`src/rtl/rv_writeback.sv`:
```
// rv_writeback: uRV writeback stage with load alignment, memory-wait FSM and access timeout.
module rv_writeback #(
  parameter int g_load_timeout = 255
) (
  input  logic        clk_i,
  input  logic        rst_i,
  input  logic        w_stall_i,
  output logic        w_stall_req_o,
  input  logic        x_valid_i,
  input  logic [2:0]  x_fun_i,
  input  logic        x_load_i,
  input  logic        x_store_i,
  input  logic [4:0]  x_rd_i,
  input  logic        x_rd_write_i,
  input  logic [1:0]  x_rd_source_i,
  input  logic [31:0] x_rd_value_i,
  input  logic [31:0] x_rd_shifter_i,
  input  logic [31:0] x_rd_multiply_i,
  input  logic [31:0] x_dm_addr_i,
  input  logic [31:0] dm_data_l_i,
  input  logic        dm_load_done_i,
  input  logic        dm_store_done_i,
  output logic [4:0]  rf_rd_o,
  output logic [31:0] rf_rd_value_o,
  output logic        rf_rd_write_o,
  output logic        w_bus_error_o
);
  typedef enum logic [1:0] {IDLE, LOAD_WAIT, STORE_WAIT} state_t;
  state_t state;
  logic [31:0] cnt;
  logic [4:0] rd_q;
  logic rd_write_q;
  logic [2:0] fun_q;
  logic [1:0] a_q;
  logic accept, timeout;
  logic [31:0] src_value;
  function automatic logic [31:0] align(input logic [2:0] fun, input logic [1:0] a, input logic [31:0] d);
    logic [7:0] b;
    logic [15:0] h;
    b = 8'(d >> {a, 3'b000});
    h = a[1] ? d[31:16] : d[15:0];
    case (fun)
      3'b000: align = {{24{b[7]}}, b};
      3'b001: align = {{16{h[15]}}, h};
      3'b010: align = d;
      3'b100: align = {24'b0, b};
      3'b101: align = {16'b0, h};
      default: align = '0;
    endcase
  endfunction
  assign accept = x_valid_i & ~w_stall_i & (state == IDLE);
  assign timeout = (g_load_timeout != 0) && (state != IDLE) && (cnt == 32'(g_load_timeout - 1));
  assign src_value = x_rd_source_i == 2'd2 ? x_rd_shifter_i :
                     x_rd_source_i == 2'd3 ? x_rd_multiply_i : x_rd_value_i;
  assign w_stall_req_o = (state == LOAD_WAIT && !dm_load_done_i) || (state == STORE_WAIT && !dm_store_done_i);
  always_ff @(posedge clk_i or posedge rst_i)
    if (rst_i) begin
      state <= IDLE;
      cnt <= '0;
      rd_q <= '0;
      rd_write_q <= 1'b0;
      fun_q <= '0;
      a_q <= '0;
      rf_rd_o <= '0;
      rf_rd_value_o <= '0;
      rf_rd_write_o <= 1'b0;
      w_bus_error_o <= 1'b0;
    end else begin
      rf_rd_write_o <= 1'b0;
      w_bus_error_o <= 1'b0;
      cnt <= cnt + 32'd1;
      case (state)
        IDLE: begin
          cnt <= '0;
          if (accept) begin
            rd_q <= x_rd_i;
            rd_write_q <= x_rd_write_i;
            fun_q <= x_fun_i;
            a_q <= x_dm_addr_i[1:0];
            if (x_load_i && !dm_load_done_i) state <= LOAD_WAIT;
            else if (x_store_i && !x_load_i) state <= dm_store_done_i ? IDLE : STORE_WAIT;
            else begin
              rf_rd_o <= x_rd_i;
              rf_rd_value_o <= x_load_i ? align(x_fun_i, x_dm_addr_i[1:0], dm_data_l_i) : src_value;
              rf_rd_write_o <= x_rd_write_i & |x_rd_i;
            end
          end
        end
        LOAD_WAIT:
          if (dm_load_done_i || timeout) begin
            state <= IDLE;
            rf_rd_o <= rd_q;
            rf_rd_value_o <= dm_load_done_i ? align(fun_q, a_q, dm_data_l_i) : '0;
            rf_rd_write_o <= rd_write_q & |rd_q;
            w_bus_error_o <= ~dm_load_done_i;
          end
        STORE_WAIT:
          if (dm_store_done_i || timeout) begin
            state <= IDLE;
            w_bus_error_o <= ~dm_store_done_i;
          end
        default: state <= IDLE;
      endcase
    end
endmodule

```
`config.mk`:
```
export PLATFORM = sky130hd
export DESIGN_NAME = rv_writeback
export DESIGN_NICKNAME = d
export VERILOG_FILES = /design/src/rtl/rv_writeback.sv
export SDC_FILE = /design/constraint.sdc
export NUM_CORES = 1
export LEC_CHECK = 0
export ABC_AREA = 1
export CORE_MARGIN = 10
export CORE_UTILIZATION = 52
export DETAILED_ROUTE_END_ITERATION = 8
export GPL_TIMING_DRIVEN = 0
export PLACE_DENSITY = 0.88
export SYNTH_ARGS = -nofsm -noshare
export SYNTH_HDL_FRONTEND = slang
export SYNTH_SLANG_ARGS = --single-unit
```
`constraint.sdc`:
```
create_clock -name clk_i -period 7.2 [get_ports clk_i]
set_input_delay 1.44 -clock clk_i [delete_from_list [all_inputs] [get_ports clk_i]]
set_output_delay 1.44 -clock clk_i [all_outputs]
set_load 0.02 [all_outputs]
```
Word level (Yosys, flattened, before mapping)
Index checks and enable logic that the tools add are counted.

word-level totals
  output and inout port bits = 40
  logic and storage cells = 94
  flip-flop bits (word level) = 84
  input bits = 179

operators by class
  reduce and logical (&&, ||, !) cells = 21
  bitwise logic cells = 7
  eq/ne operators = 19
  muxes and demuxes = 34
  shift-type cells = 2
  add/subtract/negate cells = 1

operator list
  operator                                                          number
  32-bit one-hot mux with 5 select lines                            2
  32-bit 2-to-1 mux                                                 9
  32-bit one-hot mux with 2 select lines                            1
  32-bit by 5-bit right shift with 8-bit output                     2
  32-bit by 1-bit adder with 32-bit output, second input constant   1
  32-bit by 8-bit == test with 1-bit output, second input constant  1
  16-bit 2-to-1 mux                                                 2
  5-bit 2-to-1 mux                                                  4
  3-bit == test, second input constant                              4
  2-bit 2-to-1 mux                                                  6
  5-bit one-hot mux with 2 select lines                             1
  5-bit OR reduction                                                2
  2-bit == test, second input constant                              3
  3-bit by 1-bit == test with 1-bit output, second input constant   2
  3-bit by 2-bit == test with 1-bit output, second input constant   2
  3-bit zero test                                                   2
  1-bit 2-to-1 mux                                                  6
  2-bit != test, second input constant                              3
  2-bit one-hot mux with 3 select lines                             1
  1-bit logical AND                                                 5
  5-bit AND reduction                                               1
  1-bit AND                                                         4
  2-bit by 1-bit != test with 1-bit output, second input constant   2
  1-bit one-hot mux with 2 select lines                             2
  other kinds (9)                                                   16

Longest topological paths before layout
Gate-level depths: netlist of the first run.

  depth after elaboration = 8
  depth in mapped cells = 14
  mapped depth without buffers = 13

Worst setup path after synthesis of the first run
Ideal clock, no wire load.

  kind = input -> output
  start point = in dm_load_done_i
  end point = out w_stall_req_o
  slack = 3886 ps
  path buffers = 0
  stages on the path = 1
  data required time = 5760 ps
  arrival time = 1874 ps
  cells stage by stage = o22ai_1

between the ends
  longest elaborated chain between the ends = 3

RTL lines
  item                RTL line  RTL
  start: declaration  21        input logic dm_load_done_i,
  1-bit zero test     55        assign w_stall_req_o = (state == LOAD_WAIT && !dm_load_done_i) || (state == STORE_WAIT && !dm_store_done_i);
  1-bit logical AND   55
  1-bit logical OR    55
  end: declaration    8         output logic w_stall_req_o,

No other way between the ends.

Worst setup path in the final report of the first run
Same ends and word-level chain as after synthesis.

==> out/metrics.yaml, run 1 <==
setup_path:
  arrival_ps: 2880
  crit_chain: "clkdlybuf4s50_1, o22ai_1, clkdlybuf4s50_1"
  worst-path-buf-inv: 2
  cpMaxStageDelayCell: "clkdlybuf4s50_1"
  worst_path_most_repeated_cell: "clkdlybuf4s50_1"
  crit_family: "buffers and inverters"
  r2r-end: "rf_rd_value_o[16]"
  regToRegStartpoint: "state[0]"
  cp_max_fo: 4
  r2r_cells: 8
  crit_type: "in2out"
  max_stage_delay_ps: 660
  cp-end-kind: "output pin"
  crit_path_start_kind: "input pin"
  rrSetupSlack_ps: 4870
  worstPathRequired_ps: 5760
outcome:
  outcome: "finished clean"
finish:
  drive_above_1_share_pct: 4.916
  final_cell_mix: "511 x nand2_1, 186 x clkdlybuf4s50_1, 138 x nor2_1"
  syn_to_final_growth_pct: 34.83
  n_fill_cell: 1175
  final_common_cell: "nand2_1"
  diodes: 0
  num-nets-final: 1603
placed_design:
  io_buffers: 186
  post-dp-hpwl_um: 19950
  gp_congestion: 1.055
detailed_routing:
  route.detailed.drc: 0
  wirelength_um: 25620
  drt-pass1-iter-count: 6
  vias: 8712
  wl_per_cell_um: 16.02
  viasPerCell: 5.445
  antenna_left: 0
  first_iter_violations: 1153
floorplanning:
  rows: 42
  die-area_um2: 18530
  die_w_um: 136.1
  start_util_pct: 52.96
  ios: 219
  core_um2: 13240
  die_h_um: 136.1
sta:
  worst_hold_slack_ps: 481.1
  rsz0062_at_grt: "no"
  worst-slew-pin-transition_ps: 807.3
  slew_violations: 0
  fin_skew_ps: 10.08
  fin_crit_ps: 4325
  clock.fmax_mhz: 231.2
  period_share_pct: 60.07
  relSlewSlack_pct: 45.77
  setup_tns_ps: 0
  hold_viol: 0
  setup_viol: 0
global_routing:
  groute.usage.overall_pct: 27.17
  grt-ovfl-total: 0
  grt_pass1_wl_um: 40310
  grt_max_degree: 54
  antenna_found_initial: 0
  grt_pass1_vias: 7971
synthesis:
  synth.cell_area_um2: 7013
  yosys_warnings: 0
  ys_seq_area_share_pct: 29.97
  syn_inst: 1221
  synth_nets: 1405
  ys_ff_latch: 84
  avgSynthCellArea_um2: 5.744
  netlist-cell-type-count: 32
clock_network:
  clock_tree.root_cell: "clkbuf_16"
  cts_resized: 0
  htreeDepth: 3
  cts_buffer_depth: 2
  cts_tree: "done"
  numCtsBuffers: 9
  cts_setup_buffers: 0
  cts_num_sinks: 84
  insertion_delay_ps: 350
  postCtsHoldBufs: 0
  path_clk_slew_ps: 60
job:
  drv_cap: 0
pwr:
  power.density_nw_per_um2: 276.7
  ir_worst_vdd_v: 0.0002716
  p_leak_nw: 4.563
worst_hold_path:
  hold_path_depth: 2
  worstHoldEndpoint: "rf_rd_o[1]"
  hold_path_class: "reg2reg"
  hp-start: "rf_rd_o[1]"
[layer usage]
layer	part of all wire, %	vias up	global-route usage [%]
met5	0	-	0
met4	3.5	0	10.24
met3	9.9	73	5.572
met2	47	501	43.87
met1	40	3922	34.98
li1	-	4216	-
[final cells by class]
cell class / instances / area [um2] / area share, %
clock buffers: 9 / 225.2 / 2.382
inverters: 121 / 456.7 / 4.830
well taps: 176 / 220.2 / 2.329
plain buffers: 55 / 256.5 / 2.713
repair buffers: 187 / 1889 / 19.98
multi-input cells: 961 / 4200 / 44.42
clock inverters: 7 / 105.1 / 1.112
flip-flops and latches: 84 / 2102 / 22.23
[synthesized netlist by cell type, drive strengths merged]
| library cell | number | area, um2 |
|---|---|---|
| nand2 | 517 | 1961 |
| nor2 | 165 | 711.9 |
| ha | 5 | 62.56 |
| clkinv | 2 | 7.510 |
| o21a | 3 | 22.52 |
| a31o | 1 | 8.760 |
| o22ai | 1 | 6.260 |
| a21oi | 93 | 465.5 |
| nor3 | 20 | 100.1 |
| o211ai | 14 | 105.1 |
| xor2 | 6 | 52.55 |
| dfrtp | 84 | 2102 |
| o21ai | 51 | 255.2 |
| inv | 119 | 446.7 |
| nand4 | 9 | 56.30 |
| o31ai | 1 | 7.510 |
| a211oi | 1 | 7.510 |
| clkbuf | 39 | 147.6 |
| nand3b | 1 | 7.510 |
| buf | 16 | 108.9 |
| nand3 | 73 | 370.4 |
[power by group]
group          internal, mW  switching, mW  leakage (nW)
logic                 0.543          0.845          3.32
registers             0.617         0.0942          1.08
clock network         0.309          0.207         0.159
[sequential cells by signal, summed over array words and instances (netlist names)]
name and cells:
cnt 32, rf_rd_value_o 32, rd_q 5, rf_rd_o 5
fun_q 3, a_q 2, state 2, rd_write_q 1
rf_rd_write_o 1, w_bus_error_o 1
[cell families after synthesis]
group	Yosys count	synth area share, %
AOI/OAI and AO/OA	165	12.52
xor gates and xnor gates	6	0.7493
DFF	84	29.97
and+or+nand+nor	785	45.73
adders and majority gates	5	0.8921
buffers and inverters	176	10.13
[worst min-delay path: stages, from the launching register on]
cell and delay (ps):
dfrtp_1 340, nand2_1 50, nand2_1 60
[how the worst max path moves through the flow]
stage                   startpoint                 to  cells after the start
floorplan                    rst_i             a_q[0]                      1
global placement             rst_i  rf_rd_value_o[13]                      2
detailed placement  dm_load_done_i      w_stall_req_o                      3
CTS                 dm_load_done_i      w_stall_req_o                      3
global route        dm_load_done_i      w_stall_req_o                      3
finish              dm_load_done_i      w_stall_req_o                      3
[through the flow]
step	instances	instance area (um2)	setup WS [ps]	power [mW]	util (%)
after global placement	1583	9095	2281	2.048	68.68
final	1600	9455	2875	2.616	71.40
after CTS	1600	9455	2881	2.604	71.40
after global routing	1600	9455	2845	2.798	71.40
after detailed placement	1584	9125	2888	2.069	68.91
after floorplan	1221	7013	3595	1.533	-
(Power assumes the default switching activity.)
==> run 2: changes to the inputs <==
CORE_UTILIZATION = 43   (was 52)
PLACE_DENSITY = 0.78   (was 0.88)
clock period = 3.7 ns   (was 7.2 ns; I/O delays follow)
==> out/metrics.yaml, run 2 (same netlist as run 1, synthesis figures left out) <==
setup_path:
  worstSetupStartpoint: "state[1]"
  r2r-end: "rf_rd_value_o[29]"
  regToRegStartpoint: "state[0]"
  cp_max_fo: 7  # +3
  arrival_ps: 2430  # -450 ps
  r2r_cells: 14  # +6
  crit_path_start_kind: "register"
  worstPathRequired_ps: 2960  # -2800 ps
  rrSetupSlack_ps: 1420  # -3450 ps
  cp-end-kind: "output pin"
  crit_type: "reg2out"
worst_hold_path:
  worstHoldEndpoint: "rd_write_q"
  hold_path_depth: 2  # unchanged
  hp-start: "rd_write_q"
  hold_path_class: "reg2reg"
detailed_routing:
  first_iter_violations: 805  # -30%
  antenna_left: 0  # unchanged
  vias: 8213  # -5.7%
  viasPerCell: 5.008  # -8.0%
  wl_per_cell_um: 15.75  # -1.7%
  drt-pass1-iter-count: 5  # -1
  wirelength_um: 25830  # +0.80%
  route.detailed.drc: 0  # unchanged
global_routing:
  grt_max_degree: 61  # +13%
  grt_pass1_wl_um: 40880  # +1.4%
  antenna_found_initial: 0  # unchanged
  grt-ovfl-total: 0  # unchanged
  groute.usage.overall_pct: 23.00  # -4.2 points
  grt_pass1_vias: 7853  # -1.5%
floorplanning:
  core_um2: 15940  # +20%
  die_w_um: 147.7  # +8.5%
  die_h_um: 147.7  # +8.5%
  rows: 46  # +9.5%
  die-area_um2: 21820  # +18%
  ios: 219  # unchanged
  start_util_pct: 43.99  # -9.0 points
clock_network:
  numCtsBuffers: 9  # unchanged
  insertion_delay_ps: 350  # about the same
  postCtsHoldBufs: 0  # unchanged
  cts_tree: "done"
  cts_resized: 0  # unchanged
  cts_buffer_depth: 2  # unchanged
  htreeDepth: 3  # unchanged
  cts_num_sinks: 84  # unchanged
  clock_tree.root_cell: "clkbuf_16"
  cts_setup_buffers: 0  # unchanged
  path_clk_slew_ps: 60  # about the same
finish:
  diodes: 0  # unchanged
  finish.utilization_pct: 59.45  # -12 points
  final_common_cell: "nand2_1"
  final_cell_mix: "511 x nand2_1, 186 x clkdlybuf4s50_1, 138 x nor2_1"
  syn_to_final_growth_pct: 35.15
  num-nets-final: 1603  # unchanged
  drive_above_1_share_pct: 4.775  # -0.14 points
  reg.largest.list: "cnt: 32 flops, rf_rd_value_o: 32 flops"
pwr:
  finalPower_mw: 4.985  # +91%
  power.density_nw_per_um2: 526.0  # +90%
  ir_worst_vdd_v: 0.0005358  # +97%
  p_leak_nw: 4.552  # -0.24%
placed_design:
  gp_congestion: 0.9512  # -9.8%
  post-dp-hpwl_um: 20830  # +4.4%
  io_buffers: 186  # unchanged
sta:
  rsz0062_at_grt: "no"
  worst_hold_slack_ps: 482.4  # +1.309 ps
  setup_viol: 0  # unchanged
  clock.fmax_mhz: 315.5
  fin_crit_ps: 3169
  slew_violations: 0  # unchanged
  hold_viol: 0  # unchanged
  period_share_pct: 85.65
  fin_skew_ps: 11.55  # +1.472 ps
  worst-slew-pin-transition_ps: 890.0  # +82.72 ps
  relSlewSlack_pct: 40.21  # -5.6 points
job:
  drv_cap: 0  # unchanged
outcome:
  outcome: "finished clean"
run 2: changes by cell type in the layout (fill, tap and decap cells not counted):
cell,before,now
inv_8,1,0
clkbuf_8,0,1
clkinvlp_4,1,0
clkbuf_1,38,40
bufinv_16,2,1
run 2: cell type report:
cell class                 count  area (um2)
tap                          216       270.3
clock buffer                  12       246.5
clock inverter                 4       56.30
timing repair buffer         187        1889
fill                        1576        6465
multi-input combinational    961        4200
inverter                     121       456.7
sequential                    84        2102
buffer                        55       256.5
run 2: worst max-delay path by stage:
stage | endpoint | slack (ps)
final | w_stall_req_o | 530
after global routing | w_stall_req_o | 420
after CTS | w_stall_req_o | 540
after detailed placement | w_stall_req_o | 750
after global placement | rf_rd_value_o[13] | -570
after floorplan | a_q[0] | 790
run 2: per-stage QoR:
step / area, um2 / instances / worst slack (ps) / setup TNS [ps]
6_report: 9478 / 1640 / 530.9 / 0
5_1_grt: 9478 / 1640 / 425.0 / 0
4_1_cts: 9478 / 1640 / 541.6 / 0
3_5_place_dp: 9175 / 1624 / 747.9 / 0
3_3_place_gp: 9145 / 1623 / -567.3 / -46840
2_1_floorplan: 7013 / 1221 / 794.9 / 0
run 2: worst max-delay path, stage by stage (launching register included):
cell	delay [ps]
dfrtp_1	400
inv_1	80
ha_1	240
clkinv_1	320
o22ai_1	370
clkdlybuf4s50_1	680
run 2: report_power, final:
part           internal, mW  total, mW  switching (mW)
Combinational          1.05       2.68            1.63
Sequential             1.20       1.38           0.178
Clock                 0.548      0.923           0.375
Total                  2.80       4.98            2.18
run 2: routing by layer:
layer / up-vias / GRT usage, % / share of wire [%]
met5: - / 0 / 0
met4: 0 / 5.253 / 1.6
met3: 31 / 4.762 / 7.5
met2: 314 / 38.28 / 47
met1: 3659 / 29.90 / 44
li1: 4209 / - / -
==> run 3: changes to the inputs <==
REMOVE_ABC_BUFFERS = 1   (was not set)
SETUP_SLACK_MARGIN = 0.3   (was not set)
==> out/metrics.yaml, run 3 (same netlist as run 1, synthesis figures left out) <==
detailed_routing:
  antenna_left: 0  # unchanged
  first_iter_violations: 655  # -19%
  viasPerCell: 5.104  # +1.9%
  wirelength_um: 24850  # -3.8%
  wl_per_cell_um: 15.64  # -0.69%
  vias: 8111  # -1.2%
  route.detailed.drc: 0  # unchanged
  drt-pass1-iter-count: 5  # unchanged
sta:
  hold_viol: 0  # unchanged
  slew_violations: 0  # unchanged
  setup_tns_ps: 0  # unchanged
  period_share_pct: 86.65  # +1.0 points
  worst-slew-pin-transition_ps: 1207  # +317.5 ps
  fin_crit_ps: 3206  # +37.06 ps
  rsz0062_at_grt: "no"
  relSlewSlack_pct: 19.42  # -21 points
  setup_viol: 0  # unchanged
  clock.fmax_mhz: 311.9  # -1.2%
  fin_skew_ps: 12.23  # +0.6759 ps
  worst_hold_slack_ps: 481.4  # -0.9690 ps
  finalWorstSetupSlack_ps: 493.9  # -37.06 ps
pwr:
  clkPwrFrac_pct: 18.2  # -0.3 points
  p_sw_share_pct: 45.36  # +1.6 points
  pwr-share-comb_pct: 52.5  # -1.3 points
  internal-power_mw: 2.660  # -5.1%
  p_leak_nw: 4.461  # -2.0%
  p_switching_mw: 2.208  # +1.2%
  ir_worst_vdd_v: 0.0002464  # -54%
  seqPwrFrac_pct: 29.4  # +1.8 points
  power.density_nw_per_um2: 523.7  # -0.43%
placed_design:
  place_ws_ps: -2057  # -2805 ps
  io_buffers: 188  # +1.1%
  dpl_cell_area_um2: 8969  # -2.3%
  post-dp-hpwl_um: 18280  # -12%
  gp_congestion: 0.9273  # -2.5%
setup_path:
  rrSetupSlack_ps: 490  # -930 ps
  worstPathRequired_ps: 3990  # +1030 ps
  cp-end-kind: "register"
  arrival_ps: 3490  # +1060 ps
  crit_path_start_kind: "register"
  crit_type: "reg2reg"
  cp_max_fo: 38  # +31
floorplanning:
  ios: 219  # unchanged
  die-area_um2: 21820  # unchanged
  die_h_um: 147.7  # unchanged
  core_um2: 15940  # unchanged
  rows: 46  # unchanged
  die_w_um: 147.7  # unchanged
  start_util_pct: 43.99  # unchanged
global_routing:
  groute.usage.overall_pct: 22.17  # -0.83 points
  grt_pass1_wl_um: 39620  # -3.1%
  grt_max_degree: 57  # -6.6%
  grt-ovfl-total: 0  # unchanged
  antenna_found_initial: 1  # +1
  grt_pass1_vias: 7775  # -0.99%
worst_hold_path:
  hold_path_class: "reg2reg"
finish:
  final_cell_mix: "511 x nand2_1, 186 x clkdlybuf4s50_1, 137 x nor2_1"
  finish.utilization_pct: 58.31  # -1.1 points
  reg.largest.list: "cnt: 32 flops, rf_rd_value_o: 32 flops"
  num-nets-final: 1552  # -3.2%
  n_fill_cell: 1596  # +1.3%
  multiInputGateArea_um2: 4237  # +0.86%
  syn_to_final_growth_pct: 32.56
  drive_above_1_share_pct: 4.519  # -0.26 points
  register_area_um2: 2102  # unchanged
  final_common_cell: "nand2_1"
  final_area_um2: 9296  # -1.9%
clock_network:
  insertion_delay_ps: 350  # about the same
  clock_tree.root_cell: "clkbuf_16"
  htreeDepth: 3  # unchanged
  numCtsBuffers: 9  # unchanged
  postCtsHoldBufs: 0  # unchanged
  cts_tree: "done"
  path_clk_slew_ps: 60  # about the same
  cts_buffer_depth: 2  # unchanged
  cts_num_sinks: 84  # unchanged
  cts_setup_buffers: 0  # unchanged
outcome:
  outcome: "finished clean"
job:
  drv_cap: 0  # unchanged
run 3: changes by cell type in the layout (fill, tap and decap cells not counted), sizes merged:
cell / change
clkdlybuf4s18: +1
bufinv: -1
clkinvlp: +1
diode: +1
nor2: +1
buf: -15
dlymetal6s2s: +1
clkbuf: -40
run 3: critical path: stages, from the launching register on:
cell and delay (ps):
dfrtp_1 370, inv_1 70, ha_2 350, inv_1 540
nand2_1 110, nor2_1 140, nand2_1 80, nor2_1 130
nand2_2 120, nand2_4 330, nand2_8 290, inv_1 400
nand2_1 120, nand2_1 80
run 3: what timing repair did:
item                       4_1_cts  5_1_grt
gates cloned                     1        0
hold endpoints to repair         0        0
gates resized for setup         12        4
setup endpoints to repair       38       38
pin swaps                        1        0
run 3: cell type report:
| class | instances | area share, % |
|---|---|---|
| clock inverters | 4 | 0.3634 |
| diodes | 1 | 0.02692 |
| multi-input cells | 962 | 45.57 |
| clock buffers | 11 | 2.611 |
| repair buffers | 190 | 20.86 |
| flip-flops and latches | 84 | 22.61 |
| well taps | 216 | 2.907 |
| inverters | 121 | 5.047 |
run 3: path summary, 6_finish.rpt:
check	from	to	depth (start not counted)
worst max-delay path	state[0]	rf_rd_value_o[2]	13
worst min-delay path	rd_write_q	rd_write_q	2
worst max register to register	state[0]	rf_rd_value_o[2]	13
worst min register to register	rd_write_q	rd_write_q	2
max in group asynchronous	rst_i	state[0]	3
min in group asynchronous	rst_i	cnt[17]	2
run 3: per-layer routing:
| layer | GRT usage, % | share of wire [%] | vias up |
|---|---|---|---|
| met5 | 0 | 0 | - |
| met4 | 7.929 | 2.6 | 0 |
| met3 | 5.556 | 8.1 | 35 |
| met2 | 36.14 | 47 | 290 |
| met1 | 27.81 | 43 | 3674 |
| li1 | - | - | 4112 |
run 3: power groups by stage:
| stage | Clock [mW] | Combinational [mW] | Sequential, mW |
|---|---|---|---|
| after floorplan | 0 | 1.22 | 1.64 |
| after global placement | 0 | 2.46 | 1.43 |
| after detailed placement | 0 | 2.50 | 1.44 |
| after CTS | 0.894 | 2.55 | 1.43 |
| after global routing | 0.937 | 2.82 | 1.47 |
| final | 0.886 | 2.55 | 1.43 |
run 3: through the flow:
| stage | std cells | power (mW) |
|---|---|---|
| floorplan | 1166 | 2.857 |
| global placement | 1570 | 3.893 |
| detailed placement | 1572 | 3.936 |
| CTS | 1588 | 4.866 |
| global route | 1589 | 5.231 |
| finish | 1589 | 4.868 |
